[src/rtl/struct_field_arbiter.sv]
// struct_field_arbiter
//
// Holds one three-field record {xx[7:0], yy, zz[15:0]} that two requesters
// (A and B) update through valid/ready handshakes. A round-robin pointer
// picks one requester per cycle when both are valid. The granted operation
// (write or add) lands in the register on the same edge that completes the
// handshake.
//
// Ports
//   clk, rst_n              clock; synchronous active-low reset
//   a_valid/a_ready         requester A handshake
//   a_field, a_op, a_data   A operation: field 0=xx 1=yy 2=zz 3=illegal,
//                           op 0=write 1=add, 16-bit operand
//   b_*                     same for requester B
//   out_xx/out_yy/out_zz    current field values
//   upd_valid               one-cycle pulse: a field value changed
//   upd_field, upd_src      field index and requester of that change (held)
//   err                     one-cycle pulse: an illegal field op was accepted
//   upd_count               wrapping count of accepted legal operations
module struct_field_arbiter #(
    parameter logic [7:0]  INIT_XX = 8'h00,
    parameter logic        INIT_YY = 1'b0,
    parameter logic [15:0] INIT_ZZ = 16'h0000,
    parameter bit          ZZ_SAT  = 1'b1,
    parameter int          CNT_W   = 8
) (
    input  logic             clk,
    input  logic             rst_n,
    input  logic             a_valid,
    output logic             a_ready,
    input  logic [1:0]       a_field,
    input  logic             a_op,
    input  logic [15:0]      a_data,
    input  logic             b_valid,
    output logic             b_ready,
    input  logic [1:0]       b_field,
    input  logic             b_op,
    input  logic [15:0]      b_data,
    output logic [7:0]       out_xx,
    output logic             out_yy,
    output logic [15:0]      out_zz,
    output logic             upd_valid,
    output logic [1:0]       upd_field,
    output logic             upd_src,
    output logic             err,
    output logic [CNT_W-1:0] upd_count
);

    typedef enum logic {
        PRIO_A = 1'b0,
        PRIO_B = 1'b1
    } prio_t;

    prio_t             prio_q;
    prio_t             prio_d;

    logic [7:0]        xx_p1;
    logic              yy_p1;
    logic [15:0]       zz_p1;
    logic              upd_valid_p1;
    logic [1:0]        upd_field_p1;
    logic              upd_src_p1;
    logic              err_p1;
    logic [CNT_W-1:0]  cnt_p1;

    logic              hs;
    logic              sel_src;
    logic [1:0]        sel_field;
    logic              sel_op;
    logic [15:0]       sel_data;
    logic [7:0]        xx_nxt;
    logic              yy_nxt;
    logic [15:0]       zz_nxt;
    logic              changed;

    // 17-bit add on zz, clamped to all-ones when saturation is enabled.
    function automatic logic [15:0] zz_add(input logic [15:0] a, input logic [15:0] b);
        logic [16:0] sum;
        sum = {1'b0, a} + {1'b0, b};
        if (ZZ_SAT && sum[16])
            zz_add = 16'hFFFF;
        else
            zz_add = sum[15:0];
    endfunction

    // Round-robin pointer register
    always_ff @(posedge clk) begin
        if (!rst_n)
            prio_q <= PRIO_A;
        else
            prio_q <= prio_d;
    end

    // Grant and pointer update: the pointer moves to whichever side lost.
    always_comb begin
        a_ready = 1'b0;
        b_ready = 1'b0;
        prio_d  = prio_q;
        if (rst_n) begin
            if (a_valid && (!b_valid || prio_q == PRIO_A))
                a_ready = 1'b1;
            else if (b_valid)
                b_ready = 1'b1;
            if (a_ready)
                prio_d = PRIO_B;
            else if (b_ready)
                prio_d = PRIO_A;
        end
    end

    // Granted operand and candidate field values
    always_comb begin
        hs        = a_ready | b_ready;
        sel_src   = b_ready;
        sel_field = b_ready ? b_field : a_field;
        sel_op    = b_ready ? b_op    : a_op;
        sel_data  = b_ready ? b_data  : a_data;

        xx_nxt = sel_op ? (xx_p1 + sel_data[7:0]) : sel_data[7:0];
        yy_nxt = sel_op ? (yy_p1 ^ sel_data[0])   : sel_data[0];
        zz_nxt = sel_op ? zz_add(zz_p1, sel_data) : sel_data;

        changed = 1'b0;
        case (sel_field)
            2'd0:    changed = (xx_nxt != xx_p1);
            2'd1:    changed = (yy_nxt != yy_p1);
            2'd2:    changed = (zz_nxt != zz_p1);
            default: changed = 1'b0;
        endcase
    end

    // Stage p1: field register, notifications and counter
    always_ff @(posedge clk) begin
        if (!rst_n) begin
            xx_p1        <= INIT_XX;
            yy_p1        <= INIT_YY;
            zz_p1        <= INIT_ZZ;
            upd_valid_p1 <= 1'b0;
            upd_field_p1 <= 2'd0;
            upd_src_p1   <= 1'b0;
            err_p1       <= 1'b0;
            cnt_p1       <= '0;
        end else begin
            upd_valid_p1 <= 1'b0;
            err_p1       <= 1'b0;
            if (hs) begin
                if (sel_field == 2'd3) begin
                    err_p1 <= 1'b1;
                end else begin
                    cnt_p1 <= cnt_p1 + CNT_W'(1);
                    case (sel_field)
                        2'd0:    xx_p1 <= xx_nxt;
                        2'd1:    yy_p1 <= yy_nxt;
                        2'd2:    zz_p1 <= zz_nxt;
                        default: ;
                    endcase
                    // upd_field/upd_src only move when a value really changed
                    if (changed) begin
                        upd_valid_p1 <= 1'b1;
                        upd_field_p1 <= sel_field;
                        upd_src_p1   <= sel_src;
                    end
                end
            end
        end
    end

    assign out_xx    = xx_p1;
    assign out_yy    = yy_p1;
    assign out_zz    = zz_p1;
    assign upd_valid = upd_valid_p1;
    assign upd_field = upd_field_p1;
    assign upd_src   = upd_src_p1;
    assign err       = err_p1;
    assign upd_count = cnt_p1;

endmodule

[config.mk]
export PLATFORM = sky130hd
export DESIGN_NAME = struct_field_arbiter
export DESIGN_NICKNAME = d
export VERILOG_FILES = /design/src/rtl/struct_field_arbiter.sv
export SDC_FILE = /design/constraint.sdc
export NUM_CORES = 1
export LEC_CHECK = 0
export BUFFER_PORTS_ARGS = -buffer_cell sky130_fd_sc_hd__buf_2
export CAP_MARGIN = 25
export CORE_MARGIN = 5
export CORE_UTILIZATION = 61
export DETAILED_ROUTE_END_ITERATION = 16
export GPL_TIMING_DRIVEN = 0
export PLACE_DENSITY = 0.86
export SLEW_MARGIN = 10
export SYNTH_ARGS = -nofsm -noshare
export SYNTH_HDL_FRONTEND = slang
export SYNTH_SLANG_ARGS = --single-unit
[constraint.sdc]
create_clock -name clk -period 7.1 [get_ports clk]
set_input_delay 1.065 -clock clk [delete_from_list [all_inputs] [get_ports clk]]
set_output_delay 1.065 -clock clk [all_outputs]
set_load 0.02 [all_outputs]
==> results_dict.tcl <==
set metrics [dict create \
    cp-start-kind "primary input" \
    h-tree-depth 2 \
    route.detailed.drc 0 \
    dpl_cell_area_um2 4760 \
    dieArea_um2 8710 \
    critPathMaxFanout 10 \
    cts_setup_buffers 0 \
    min_path_cells 2 \
    grt-ovfl-total 0 \
    drt_wl_total_mm 13.9 \
    cp.arrival_ns 6.24 \
    grt_pass1_wl_mm 21.7 \
    syn_avg_cell_area_um2 7.42 \
    cts_sinks 39 \
    ys.flop_type "dfxtp_1" \
    grt_pass1_vias 4505 \
    yosysUniqueCellTypes 73 \
    vias_per_cell 6.45 \
    max_stage_delay_ns 0.69 \
    path_cells "buf_2, and2_1, buf_6, nand2_8, inv_6, mux2i_1, inv_1, ha_1, inv_1, fa_1, nand3b_1, a211oi_1, o21bai_1, a21oi_1, o21ai_0, xnor2_1, o2111ai_1, nor4_2, and4b_1, o221a_1" \
    antenna_found_initial 0 \
    grt_setup_unrepaired "false" \
    ys_seq_area_frac 0.184 \
    setup_viol_count_final 0 \
    area.sequential_um2 781 \
    clk_pin_slew_ns 0.09 \
    hold_end "upd_src$_SDFFE_PN0P_" \
    synth_cells 571 \
    track_usage 0.311 \
    clk_latency_ns 0.31 \
    ys_ff_latch 39 \
    grt_max_degree 15 \
    core_um2 6790 \
    multiInputGateArea_um2 3250 \
    fin_area_um2 4850 \
    cts_buffers 5 \
    outcome "finished clean" \
    first_pass_iters 9 \
    cts_tree "built" \
    ios 82 \
    fin_skew_ns 0.00911 \
    port_buffers 81 \
    ant_nets 0 \
    cp_slowest_cell "a21oi_1" \
    finalSetupTns_ns 0 \
    syn_to_final_growth_pct 14.6 \
    worst_pin_slew_ns 0.816 \
    power.density_nw_per_um2 148 \
    drt_iter0_markers 581 \
    num_vias 4875 \
    fmax_ghz 0.167 \
    syn_area_um2 4240 \
    reg2reg_from "prio_q$_SDFFE_PN0P_" \
    hold_viol 0 \
    setup.worst_path.class "primary input to flop" \
    critPathCaptureType "flop" \
    maxSlewHeadroom 0.456 \
    r2r_setup_slack_ns 1.60 \
    routedWlPerCell_um 18.3 \
    final_net_count 728 \
    die_w_um 93.3 \
    synth.top_cell.area_share 0.184 \
    placed_cells 748 \
    drive_above_1_share 0.159 \
    path_common_cell "inv_1" \
    pre_cts_ws_ns 1.01 \
    period_share 0.844 \
    die_h_um 93.3 \
    place.gp.congestion 0.982 \
    yosys_warnings 0 \
    async_reset_ff_frac 0 \
    synth_nets 640 \
    maxCapViolations 0 \
    antenna_cells 0 \
    slew_viol_final 0 \
    ir_worst_vdd_uv 110 \
    cts_root_buf "clkbuf_8" \
    cts_hold_buf 0 \
    initial_utilization 0.624 \
    worstHoldStart "upd_src$_SDFFE_PN0P_" \
    synth_area_leaders "dfxtp_1 18%, ha_1 7.4%, nand2_1 6.7%, a21oi_1 4.6%, o21ai_0 4.6%" \
    cts_buffer_depth 2 \
    cts_resized 0 \
    yosysTopAreaCell "dfxtp_1" \
    layoutNonFillerInstCount 756 \
    cp.required_ns 7.35 \
    finalCriticalPeriod_ns 5.99 \
    dpl.hpwl_mm 10.7 \
    reg2reg_to "upd_field[0]$_SDFFE_PN0P_" \
    worst_slack_ns 1.11 \
    p_leak_nw 2.24 \
    hold_path_class "flop to flop" \
    ff2ff_path_depth 19 \
    fillers 570 \
    total_power_w 0.000717 \
    synth_edf_count 0 \
    row_count 30 \
]
worst max path at each step:
| stage | to | slack, ns | start |
|---|---|---|---|
| after floorplan | upd_field[0]$_SDFFE_PN0P_ | 2.19 | b_valid |
| after global placement | upd_field[0]$_SDFFE_PN0P_ | 1.07 | b_valid |
| after detailed placement | upd_field[0]$_SDFFE_PN0P_ | 1.01 | rst_n |
| after CTS | upd_field[0]$_SDFFE_PN0P_ | 1.28 | rst_n |
| after global routing | upd_field[0]$_SDFFE_PN0P_ | 0.90 | b_valid |
| final | upd_field[0]$_SDFFE_PN0P_ | 1.11 | b_valid |
per-stage QoR:
| stage | hold slack (ns) | utilization |
|---|---|---|
| floorplan | 0.488 | - |
| global placement | 0.442 | 0.701 |
| detailed placement | 0.450 | 0.701 |
| CTS | 0.469 | 0.715 |
| global route | 0.502 | 0.715 |
| finish | 0.463 | 0.715 |
power by group:
| group | switching, W | internal [W] |
|---|---|---|
| logic | 0.000187 | 0.000116 |
| registers | 0.0000157 | 0.000229 |
| clock network | 0.0000984 | 0.0000705 |
kinds of logic (layout without fill, tap and decap cells):
logic type | after synthesis | in the layout | share of synthesized area
XOR/XNOR | 36 | 36 | 0.0744
AO/OA/AOI/OAI | 177 | 177 | 0.284
multiplexers | 22 | 22 | 0.0576
flip-flops | 39 | 39 | 0.184
adder cells (fa/ha/maj) | 27 | 27 | 0.0833
AND/OR/NAND/NOR | 221 | 221 | 0.267
buffers and inverters | 49 | 138 | 0.0493
synthesized netlist by cell type, drive strengths merged (6+ instances only):
cell    number
ha          25
nand3       13
a21oi       39
nor3        19
a22oi        6
o21ai       41
xor2        15
a21boi       7
and3         7
nand2       77
inv         26
and2        19
o211a        6
a211oi       8
a21o         8
or3          6
clkbuf      19
xnor2       21
nand2b       8
dfxtp       39
mux2i       19
nor2        35
nor2b       15
sequential cells by signal, indices dropped and copies added, names as in the netlist:
name,count
out_zz,16
upd_field,2
upd_valid,1
upd_count,8
upd_src,1
err,1
prio_q,1
out_yy,1
out_xx,8
placed cells by master (no fill, tap or decap), drive strengths merged, types with 6 or more instances in the layout:
| cell type | synthesis | layout |
|---|---|---|
| ha | 25 | 25 |
| o211a | 6 | 6 |
| o21ai | 41 | 41 |
| nand2b | 8 | 8 |
| and3 | 7 | 7 |
| nor2b | 15 | 15 |
| a21o | 8 | 8 |
| a211oi | 8 | 8 |
| a22oi | 6 | 6 |
| mux2i | 19 | 19 |
| nand3 | 13 | 13 |
| buf | 4 | 85 |
| inv | 26 | 27 |
| xnor2 | 21 | 21 |
| nor3 | 19 | 19 |
| nand2 | 77 | 77 |
| dfxtp | 39 | 39 |
| or3 | 6 | 6 |
| a21oi | 39 | 39 |
| nor2 | 35 | 35 |
| xor2 | 15 | 15 |
| a21boi | 7 | 7 |
| and2 | 19 | 19 |
| clkbuf | 19 | 24 |
layer usage:
layer  part of all wire  global-route usage
met3               0.10              0.0442
met1               0.40               0.400
met5                  0                   0
met4              0.041               0.139
met2               0.46               0.514
critical path: cells and delay by family:
family | cells | cell delay, ns
AOI/OAI and AO/OA | 6 | 2.04
and+or+nand+nor | 5 | 1.28
buffers and inverters | 5 | 0.69
adders and majority gates | 2 | 0.60
muxes | 1 | 0.29
xor gates and xnor gates | 1 | 0.25
area by class of cell:
| cell class | instances | share of cell area |
|---|---|---|
| Multi-Input combinational cell | 483 | 0.669 |
| Sequential cell | 39 | 0.161 |
| Timing Repair Buffer | 81 | 0.0835 |
| Tap cell | 96 | 0.0247 |
| Buffer | 23 | 0.0219 |
| Inverter | 26 | 0.0211 |
| Clock buffer | 5 | 0.0142 |
| Clock inverter | 3 | 0.00490 |
Note: power is estimated with default switching activity, not from simulation.
